`config.mk`:
```
export PLATFORM = sky130hd
export DESIGN_NAME = filter_pair_gather
export DESIGN_NICKNAME = d
export VERILOG_FILES = /design/src/rtl/filter_pair_gather.sv
export SDC_FILE = /design/constraint.sdc
export NUM_CORES = 1
export LEC_CHECK = 0
export ABC_AREA = 1
export BUFFER_PORTS_ARGS = -buffer_cell sky130_fd_sc_hd__buf_2
export CAP_MARGIN = 40
export CORE_ASPECT_RATIO = 0.5
export CORE_MARGIN = 2
export CORE_UTILIZATION = 55
export CTS_CLUSTER_SIZE = 10
export DETAILED_ROUTE_END_ITERATION = 8
export GPL_TIMING_DRIVEN = 0
export PLACE_DENSITY = 0.78
export SETUP_SLACK_MARGIN = 0.3
export SYNTH_ARGS = -nofsm -noshare
export SYNTH_HDL_FRONTEND = slang
export SYNTH_SLANG_ARGS = --single-unit
```
`constraint.sdc`:
```
create_clock -name clk -period 9.7 [get_ports clk]
set_input_delay 1.94 -clock clk [delete_from_list [all_inputs] [get_ports clk]]
set_output_delay 1.94 -clock clk [all_outputs]
set_load 0.1 [all_outputs]
```
`src/rtl/filter_pair_gather.sv`:
```
// Snapshots the 6x6 filter matrix on load and streams surviving (filterBit & ~drop)
// entries one per cycle over valid/ready, in ascending entry order.
module filter_pair_gather #(
  parameter int N_ENT = 36,
  parameter int OUT_W = 6,
  parameter int WGT_W = 5
) (
  input  logic                   clk,
  input  logic                   reset,
  input  logic                   load,
  input  logic [N_ENT-1:0]       filterBit,
  input  logic [N_ENT-1:0]       drop,
  input  logic [N_ENT*OUT_W-1:0] filterOut,
  input  logic [N_ENT*WGT_W-1:0] filterWeight,
  output logic                   busy,
  output logic                   out_valid,
  input  logic                   out_ready,
  output logic [5:0]             out_idx,
  output logic [2:0]             out_row,
  output logic [2:0]             out_col,
  output logic [OUT_W-1:0]       out_pair,
  output logic [WGT_W-1:0]       out_weight,
  output logic                   out_last,
  output logic [5:0]             pair_count,
  output logic                   done
);

  typedef enum logic [1:0] {IDLE, RUN, DONE} state_t;

  state_t                 state;
  logic [N_ENT-1:0]       mask;
  logic [N_ENT*OUT_W-1:0] out_buf;
  logic [N_ENT*WGT_W-1:0] wgt_buf;

  logic [N_ENT-1:0]       cand;
  logic [5:0]             cand_cnt;
  logic [N_ENT-1:0]       live;
  logic [N_ENT-1:0]       onehot;
  logic                   found;

  always_comb begin
    cand     = filterBit & ~drop;
    cand_cnt = '0;
    for (int unsigned i = 0; i < N_ENT; i++)
      cand_cnt = cand_cnt + 6'(cand[i]);
  end

  // Lowest-set-bit select; row/col are per-iteration constants, so no divider is built.
  always_comb begin
    live       = (state == RUN) ? mask : '0;
    onehot     = '0;
    found      = 1'b0;
    out_idx    = '0;
    out_row    = '0;
    out_col    = '0;
    out_pair   = '0;
    out_weight = '0;
    for (int unsigned i = 0; i < N_ENT; i++) begin
      if (live[i] && !found) begin
        found      = 1'b1;
        onehot[i]  = 1'b1;
        out_idx    = 6'(i);
        out_row    = 3'(i / 6);
        out_col    = 3'(i % 6);
        out_pair   = out_buf[i*OUT_W +: OUT_W];
        out_weight = wgt_buf[i*WGT_W +: WGT_W];
      end
    end
  end

  assign out_valid = found;
  assign out_last  = found && ((live & (live - 1'b1)) == '0);
  assign busy      = (state != IDLE);
  assign done      = (state == DONE);

  always_ff @(posedge clk or negedge reset) begin
    if (!reset) begin
      state      <= IDLE;
      mask       <= '0;
      out_buf    <= '0;
      wgt_buf    <= '0;
      pair_count <= '0;
    end else begin
      case (state)
        IDLE: if (load) begin
          out_buf    <= filterOut;
          wgt_buf    <= filterWeight;
          mask       <= cand;
          pair_count <= cand_cnt;
          state      <= RUN;
        end
        RUN: begin
          if (mask == '0)
            state <= DONE;
          else if (out_valid && out_ready)
            mask <= mask & ~onehot;
        end
        DONE:    state <= IDLE;
        default: state <= IDLE;
      endcase
    end
  end

endmodule
```
==> results, run 1 <==
- The flow ran to the end, and the final reports show no timing, DRC or antenna violations.
- The number of DRC markers after the initial detailed-route iteration is 2454.
- The area of the mapped netlist is 0.0225 mm^2.
- Max-cap violations in this run came to 0.
- The required arrival time at the worst endpoint is 7760 ps.
- Entering global routing, the biggest net connects 124 pins.
- The global-route wire length before repair is 116000 um.
- At the end of the flow, the number of nets in the layout was 4061.
- For this configuration, the core starts out at a cell density of 55.7%.
- In this run, synthesis produced a sequential element count of 440.
- In this run the static leakage power is 0.0156 uW.
- After detailed routing, the total wire length is 76500 um.
- CTS placed an instance of sky130_fd_sc_hd__clkbuf_16 at the clock tree root.
- The final number of max-transition violations is 0.
- The number of global-route vias before repair is 21.1k.
- In the routed design, unresolved DRC markers number 0.
- At the end of routability-driven placement, the weighted congestion stood at 0.968.
- The initial antenna violation count was 9.
- Input and output buffers added on the ports amount to 504.
- The average instance in the mapped netlist occupies 7.50 um^2.
- The overall track demand over capacity in global routing is 35.9%.
- The count of hold buffers inserted by post-cts repair is 0.
- The placed wire-length estimate after detailed placement is 58900 um.
- The buffers inserted during post-CTS setup optimization is 0.
- The routed wirelength normalized by instance count is 18.7 um.
- The setup TNS is 0 ps.
- Timing would allow up to 0.133 GHz.
- The reg-to-reg critical path startpoint is state[0].
- The number of distinct standard cells referenced by the synthesized netlist is 45.
- The actual slew at the worst max-slew pin is 972 ps.
- At the later pin of the worst-skew pair, clock insertion delay measures 580 ps.
- The minimum clock period is 7500 ps.
- The period utilization is 77.3%.
- The worst setup path category is flip-flop to output port.
- The count of placed standard cells in the final layout, fillers left out is 4102.
- TritonCTS built the clock tree.
- The core region is 0.0403 mm^2.
- The power density of the placed cells is 164 mW/mm^2.
- Buffers inserted during clock tree synthesis total 49.
- The number of vias in the routed layout is 22.1k.
- Broken down by cell family, the worst path's largest delay share belongs to simple AND/OR/NAND/NOR gates.
- The clock passes through at most 3 buffers.
- The buffer and inverter count on the worst path is 3.
- Once detail routing completed, the nets flagged for antenna violations numbered 0.
- The die width is 290 um.
- The path class of the lowest-slack min-delay path is flip-flop to flip-flop.
- Leaving out fill and tap cells, the most frequent cell in the layout is sky130_fd_sc_hd__nand2_1.
- The total number of placement rows is 52.
- Counting flops with an async set or reset pin after synthesis yields a share of 100%.
- The number of clock sinks is 440.
- IR analysis of the VDD net gives a maximum drop of 0.142 mV.
- For this run, the number of Yosys warnings is 0.
- The number of gates resized after CTS was 0.
- The worst-path cell with the longest stage delay is sky130_fd_sc_hd__nor2_1.
- The residual overflow from global routing is 0.
- The die height is 147 um.
- The layout-stage area growth over the synthesis result is 20.5%.
- The first TritonRoute pass finished after 7 iterations.
- The die covers 0.0426 mm^2.
- Using the TritonRoute via totals, the vias-per-cell ratio works out to 5.38.
- The number of failing hold endpoints at the final stage is 0.
- STA puts the critical path data arrival time at 5560 ps.
- In this run the worst path has a maximum fanout of 10.
- Counting every instance in the synthesized netlist gives 2994.
- The count of flip-flops with a built-in enable after synthesis is 0.
- In the synthesized netlist the dominant register cell turns out to be sky130_fd_sc_hd__dfrtp_1.
- After clock tree synthesis, the clock-pin slew on the worst setup and hold paths is 60 ps.
- The critical path goes through inv_1, nor2_1, nand2_1, nand2_1, nor2_1, clkbuf_1, nand2_1, nand4_1, nor2_1, nand4_1, nor2_1, nand3_1, nor2_1, nand4_1, nand2_1, nand3_1, nand2_1, nand4_1, nand2_1, nand4_1, nand2_1, nand4_1, buf_2.
- Setup repair after global routing left no endpoint under its margin.
- CTS built an H-tree with a depth of 2.
- The kind of start point of the critical path is a flip-flop.
- The synthesized netlist net count is 3502.
- The start point of the critical path is state[0].
- Setup violations remaining at the end of the flow were counted as 0.
- The number of top-level pins is 505.
- The endpoint kind of the worst setup timing path is an output port.
- The startpoint identified for the worst hold timing path is out_buf[75].
- For this run, the slowest stage of the critical path takes 500 ps.
- The post-route netlist has 20.2% of its cells at a drive strength greater than 1.
- Once placement completed, the tool counted placed cells totaling 4042.
- Measured against its own limit, the worst slew margin works out to 35.2%.
- The top cell types in the final layout, fill and taps aside, are 1566 x sky130_fd_sc_hd__nand2_1, 555 x sky130_fd_sc_hd__buf_2, 440 x sky130_fd_sc_hd__dfrtp_1, 211 x sky130_fd_sc_hd__inv_1, 201 x sky130_fd_sc_hd__nor2_1.
- The clock skew after layout is 29.9 ps.
- Among the stages of the critical path, the cell type that occurs most often is sky130_fd_sc_hd__nand2_1.
- The sequential element share of the synthesized area is 49.0%.
tightest hold or removal path: cells and delay by family (launching register included):
kind / cells / cell delay [ps]
DFF: 1 / 340
and+or+nand+nor: 2 / 100
state kept, by name, indices dropped and copies added, names as in the netlist:
name / cells
mask: 36
out_buf: 216
pair_count: 6
state: 2
wgt_buf: 180
cell type report:
cell class	instances	area [um^2]
clock inverters	1	8.76
well taps	540	676
plain buffers	129	937
repair buffers	508	2620
clock buffers	51	1280
inverters	226	848
flip-flops and latches	440	11000
fillers	3504	13300
diodes	8	20.0
multi-input cells	2199	9660
metrics by stage:
step	hold WS, ps	total power, uW	utilization [%]	worst slack, ps	cell area, um^2
CTS	465	4430	67.0	2500	27000
finish	463	4450	67.1	2200	27100
global route	484	4590	67.1	1910	27100
floorplan	434	2440	-	3530	22500
global placement	446	2800	63.6	-2180	25700
detailed placement	451	2810	63.8	2950	25700
cells by family (layout without fill, tap and decap cells):
| family | count (synthesis) | count (layout) | share of synthesized area (%) |
|---|---|---|---|
| fa+ha+maj | 36 | 36 | 2.94 |
| xor+xnor | 2 | 2 | 0.0780 |
| buf+inv | 355 | 915 | 7.95 |
| simple gates | 1980 | 1980 | 35.3 |
| other cells | 0 | 8 | 0 |
| compound gates | 181 | 181 | 4.66 |
| flops | 440 | 440 | 49.0 |
synthesized netlist by cell type, types with 7 or more instances:
library cell / number / area, um^2
sky130_fd_sc_hd__nor3_1: 18 / 90.1
sky130_fd_sc_hd__o21ai_1: 14 / 70.1
sky130_fd_sc_hd__dfrtp_1: 440 / 11000
sky130_fd_sc_hd__a221oi_1: 20 / 175
sky130_fd_sc_hd__fa_1: 28 / 561
sky130_fd_sc_hd__buf_6: 31 / 349
sky130_fd_sc_hd__ha_1: 8 / 100
sky130_fd_sc_hd__a21oi_1: 28 / 140
sky130_fd_sc_hd__nand3_1: 55 / 275
sky130_fd_sc_hd__o21ai_0: 90 / 450
sky130_fd_sc_hd__a31oi_1: 16 / 100
sky130_fd_sc_hd__nand2_1: 1566 / 5880
sky130_fd_sc_hd__buf_8: 10 / 150
sky130_fd_sc_hd__clkinv_1: 7 / 26.3
sky130_fd_sc_hd__or2_2: 35 / 219
sky130_fd_sc_hd__clkbuf_1: 30 / 113
sky130_fd_sc_hd__buf_2: 51 / 255
sky130_fd_sc_hd__inv_1: 211 / 792
sky130_fd_sc_hd__nor2_2: 7 / 43.8
sky130_fd_sc_hd__nand4_1: 80 / 500
sky130_fd_sc_hd__nor2_1: 201 / 754
sky130_fd_sc_hd__inv_2: 8 / 30.0
per-layer routing:
metal  global-route usage [%]  vias to the layer above  share of wire (%)
met4                     12.1                        6                3.4
met5                     1.25                        -               0.12
met3                     7.76                      163                9.1
met1                     50.8                    10500                 42
li1                         -                    10300                  -
met2                     55.2                     1015                 46
power breakdown:
group          total, uW  switching [uW]  internal (uW)
Clock               1650             730            918
Sequential          1870            11.1           1860
Combinational        930             637            293
Total               4450            1380           3070
path summary, 6_finish.rpt:
check                                end  slack [ps]  cells past startpoint
max                        out_weight[1]        2200                     23
min reg2reg                  out_buf[75]         460                      2
min in group asynchronous     out_buf[8]        1450                      1
min                          out_buf[75]         460                      2
max reg2reg                  out_buf[30]        5520                     24
max in group asynchronous    out_buf[73]        6640                      3
No activity file was read; power rests on OpenSTA's default activity.
==> run 2, diff against run 1 <==
CORE_UTILIZATION = 50   (was 55)
PLACE_DENSITY = 0.75   (was 0.78)
clock period = 6.2 ns   (was 9.7 ns; I/O delays follow)
==> results, run 2 (synthesis gave the netlist of run 1 again) <==
- The required arrival time at the worst endpoint is 4960 ps (-2800 ps).
- The capture point of the worst reg-to-reg path is out_buf[24].
- The number of global-route vias before repair is 21.3k (+1.3%).
- The largest fanout of any net on the critical path is 7 (-3).
- The routed length on met2 is 35600 um (+2.1%).
- The routability-driven placement congestion ratio came to 0.976 (+0.78%).
- The endpoint kind of the worst setup timing path is an output port.
- The number of I/O port buffers is 504 (unchanged).
- out_buf holds more flip-flops than any other register.
- The maximum number of pins on one net before global-route repair came to 123 (-0.81%).
- The total setup violations reported at the end of the flow is 0 (unchanged).
- The count of unresolved DRC violations after routing is 0 (unchanged).
- The placed wire-length estimate after detailed placement was 59400 um (+0.92%).
- The most common cell after layout, fill and taps aside is sky130_fd_sc_hd__nand2_1.
- The number of clock sinks is 440 (unchanged).
- The initial standard-cell utilization of the core is 51.1% (-4.5 points).
- The number of max-capacitance violations reported came to 0 (unchanged).
- The run finished with clean final reports.
- The routed wirelength normalized by instance count is 18.6 um (-0.18%).
- The top layer used by detailed routing is met4.
- The count of hold buffers inserted by post-cts repair is 0 (unchanged).
- The termination of the worst setup path is out_weight[4].
- The area of the die is 0.0467 mm^2 (+9.8%).
- The final wirelength is 77700 um (+1.5%).
- The number of DRC markers after the initial detailed-route iteration is 2306 (-6.0%).
- The setup slack of the most critical reg-to-reg path is 2290 ps (-3230 ps).
- The die height is 154 um (+4.7%).
- Setup repair after global routing could not meet its margin everywhere.
- The area growth from synthesis to layout is 23.1%.
- The total clock buffers created by CTS is 50 (+2.0%).
- The final number of max-transition violations was 0 (unchanged).
- The worst slack on hold paths was 463 ps (-0.317 ps).
- The worst-skew pair later-pin latency came to 580 ps (about the same).
- The layout filler cell count is 3988 (+14%).
- The kind of start point of the critical path is a flip-flop.
- The global-route wire length before repair was 117000 um (+0.96%).
- The post-placement setup slack is 171 ps (-2780 ps).
- The number of iterations in the first detailed-routing pass came to 5 (-2).
- The number of top-level pins is 505 (unchanged).
- The standard cell core area is 0.0439 mm^2 (+8.9%).
- The number of buffers between clock root and the deepest sink is 3 (unchanged).
- The worst path needs 5810 ps of the cycle, external delays included.
- The relative slew slack is 41.1% (+5.9 points).
- The initial antenna violation count came to 4 (-5).
- The largest registers in the layout are out_buf: 216 flops, wgt_buf: 180 flops, mask: 36 flops.
- The total number of placement rows is 54 (+3.8%).
- In this run the clock root is driven by a sky130_fd_sc_hd__clkbuf_16.
- The worst path setup slack after routing is 390 ps (-1810 ps).
- The worst setup path category is flip-flop to output port.
- The cell leakage power was 0.0158 uW (+1.5%).
- The actual slew at the worst max-slew pin is 883 ps (-88.8 ps).
- Dividing the final minimum period by the clock period gives 93.7%.
- The fraction of final layout cells sized beyond drive strength 1 is 22.3% (+2.1 points).
- The number of vias in the routed layout was 22.2k (+0.60%).
- The clock-pin slew reported for the worst setup and hold paths after clock tree synthesis is 60 ps (about the same).
- Tracing the worst setup path back leads to its startpoint at state[1].
- The power density of the placed cells came to 255 mW/mm^2 (+55%).
- The flip-flop count of the largest register, all copies and words added is 216 (unchanged).
- The routed length on met3 is 6930 um (-0.53%).
- The area of the multi-input gates is 0.00983 mm^2 (+1.8%).
- The area of all sequential standard cells is 0.0110 mm^2 (about the same).
- The TritonCTS clock tree is done.
- The antenna violation net count after detailed routing came to 0 (unchanged).
- The final-stage net count is 4084 (+0.57%).
- The residual overflow from global routing was 0 (unchanged).
- The data arrival at the endpoint of the critical path is 4570 ps (-990 ps).
- The highest attainable clock frequency is 0.172 GHz.
- The path class of the tightest hold or removal check is flip-flop to flip-flop.
- Leaving out fill and tap cells, the most frequent cells in the layout are 1556 x sky130_fd_sc_hd__nand2_1, 543 x sky130_fd_sc_hd__buf_2, 439 x sky130_fd_sc_hd__dfrtp_1, 209 x sky130_fd_sc_hd__inv_1, 179 x sky130_fd_sc_hd__nor2_1.
- The overall track demand over capacity in global routing came to 32.5% (-3.4 points).
- The deepest level of the CTS H-tree was 2 (unchanged).
- The startpoint identified for the worst register-to-register timing path is state[1].
- The worst vdd rail ir drop is 0.204 mV (+44%).
- The average vias per placed instance is 5.32 (-1.1%).
- The clock skew after layout is 31.6 ps (+1.76 ps).
- The die width is 304 um (+4.8%).
- The wire length on met1 came to 31500 um (-1.5%).
- The number of failing hold endpoints at the final stage is 0 (unchanged).
- The cell count of the worst reg-to-reg path is 25 (+4.2%).
[run 2: power by group]
part	internal, uW	total (uW)	switching [uW]
combinational	482	1490	1010
clock	1490	2630	1140
sequential	2910	2930	18.6
[run 2: timing repair]
item	in CTS	in global routing
resized for setup	40	69
setup buffers	0	20
endpoints found under the setup margin	13	13
hold endpoints to repair	0	0
cloned	0	2
pin swaps	7	25
[run 2: how the worst min path moves through the flow]
stage                       from            to  slack [ps]  cells after the start
finish              out_buf[112]  out_buf[112]         460                      2
global route        out_buf[109]  out_buf[109]         480                      2
CTS                 out_buf[109]  out_buf[109]         470                      2
detailed placement  out_buf[109]  out_buf[109]         450                      2
global placement    out_buf[109]  out_buf[109]         450                      2
floorplan            out_buf[27]   out_buf[27]         430                      2
[run 2: critical path, stage by stage (launching register included)]
cell and delay [ps]:
sky130_fd_sc_hd__dfrtp_1 400, sky130_fd_sc_hd__inv_2 70, sky130_fd_sc_hd__nand2_4 140, sky130_fd_sc_hd__buf_8 160, sky130_fd_sc_hd__buf_12 130, sky130_fd_sc_hd__buf_12 110, sky130_fd_sc_hd__nor3_4 60, sky130_fd_sc_hd__buf_6 150
sky130_fd_sc_hd__nand2_1 50, sky130_fd_sc_hd__nand2_1 60, sky130_fd_sc_hd__nor2_2 170, sky130_fd_sc_hd__nand4_1 230, sky130_fd_sc_hd__nor2_2 210, sky130_fd_sc_hd__nand4_1 170, sky130_fd_sc_hd__nor2_2 190, sky130_fd_sc_hd__nand3_1 120
sky130_fd_sc_hd__nor2_1 150, sky130_fd_sc_hd__nand4_1 120, sky130_fd_sc_hd__nand2_2 150, sky130_fd_sc_hd__nand3_4 110, sky130_fd_sc_hd__nand2_4 90, sky130_fd_sc_hd__nand4_1 150, sky130_fd_sc_hd__nand2_1 150, sky130_fd_sc_hd__nand4_1 120
sky130_fd_sc_hd__nand2_1 110, sky130_fd_sc_hd__nand4_1 180, sky130_fd_sc_hd__buf_12 230
[run 2: layout make-up]
| cell class | instances | share of cell area [%] |
|---|---|---|
| antenna | 4 | 0.0362 |
| buffer | 129 | 3.55 |
| clock buffer | 55 | 4.83 |
| clock inverter | 1 | 0.0317 |
| inverter | 226 | 3.12 |
| multi-input combinational | 2199 | 35.6 |
| sequential | 440 | 39.8 |
| tap | 588 | 2.66 |
| timing repair buffer | 529 | 10.3 |
| timing repair inverter | 1 | 0.0181 |
[run 2: metal layers]
layer	vias up	global-route usage [%]
met3	194	7.08
met1	10600	43.3
met4	0	14.1
met2	980	51.8
met5	-	0
li1	10400	-
[run 2: metrics by stage]
step,total power [uW],instances,utilization [%],TNS [ps],instance area [um^2]
after floorplan,3820,2994,-,0,22500
final,7050,4172,62.9,0,27600
after global routing,7300,4172,62.9,0,27600
after detailed placement,4390,4090,58.8,0,25800
after CTS,7000,4146,62.1,0,27300
after global placement,4360,4086,58.5,-2151480,25700
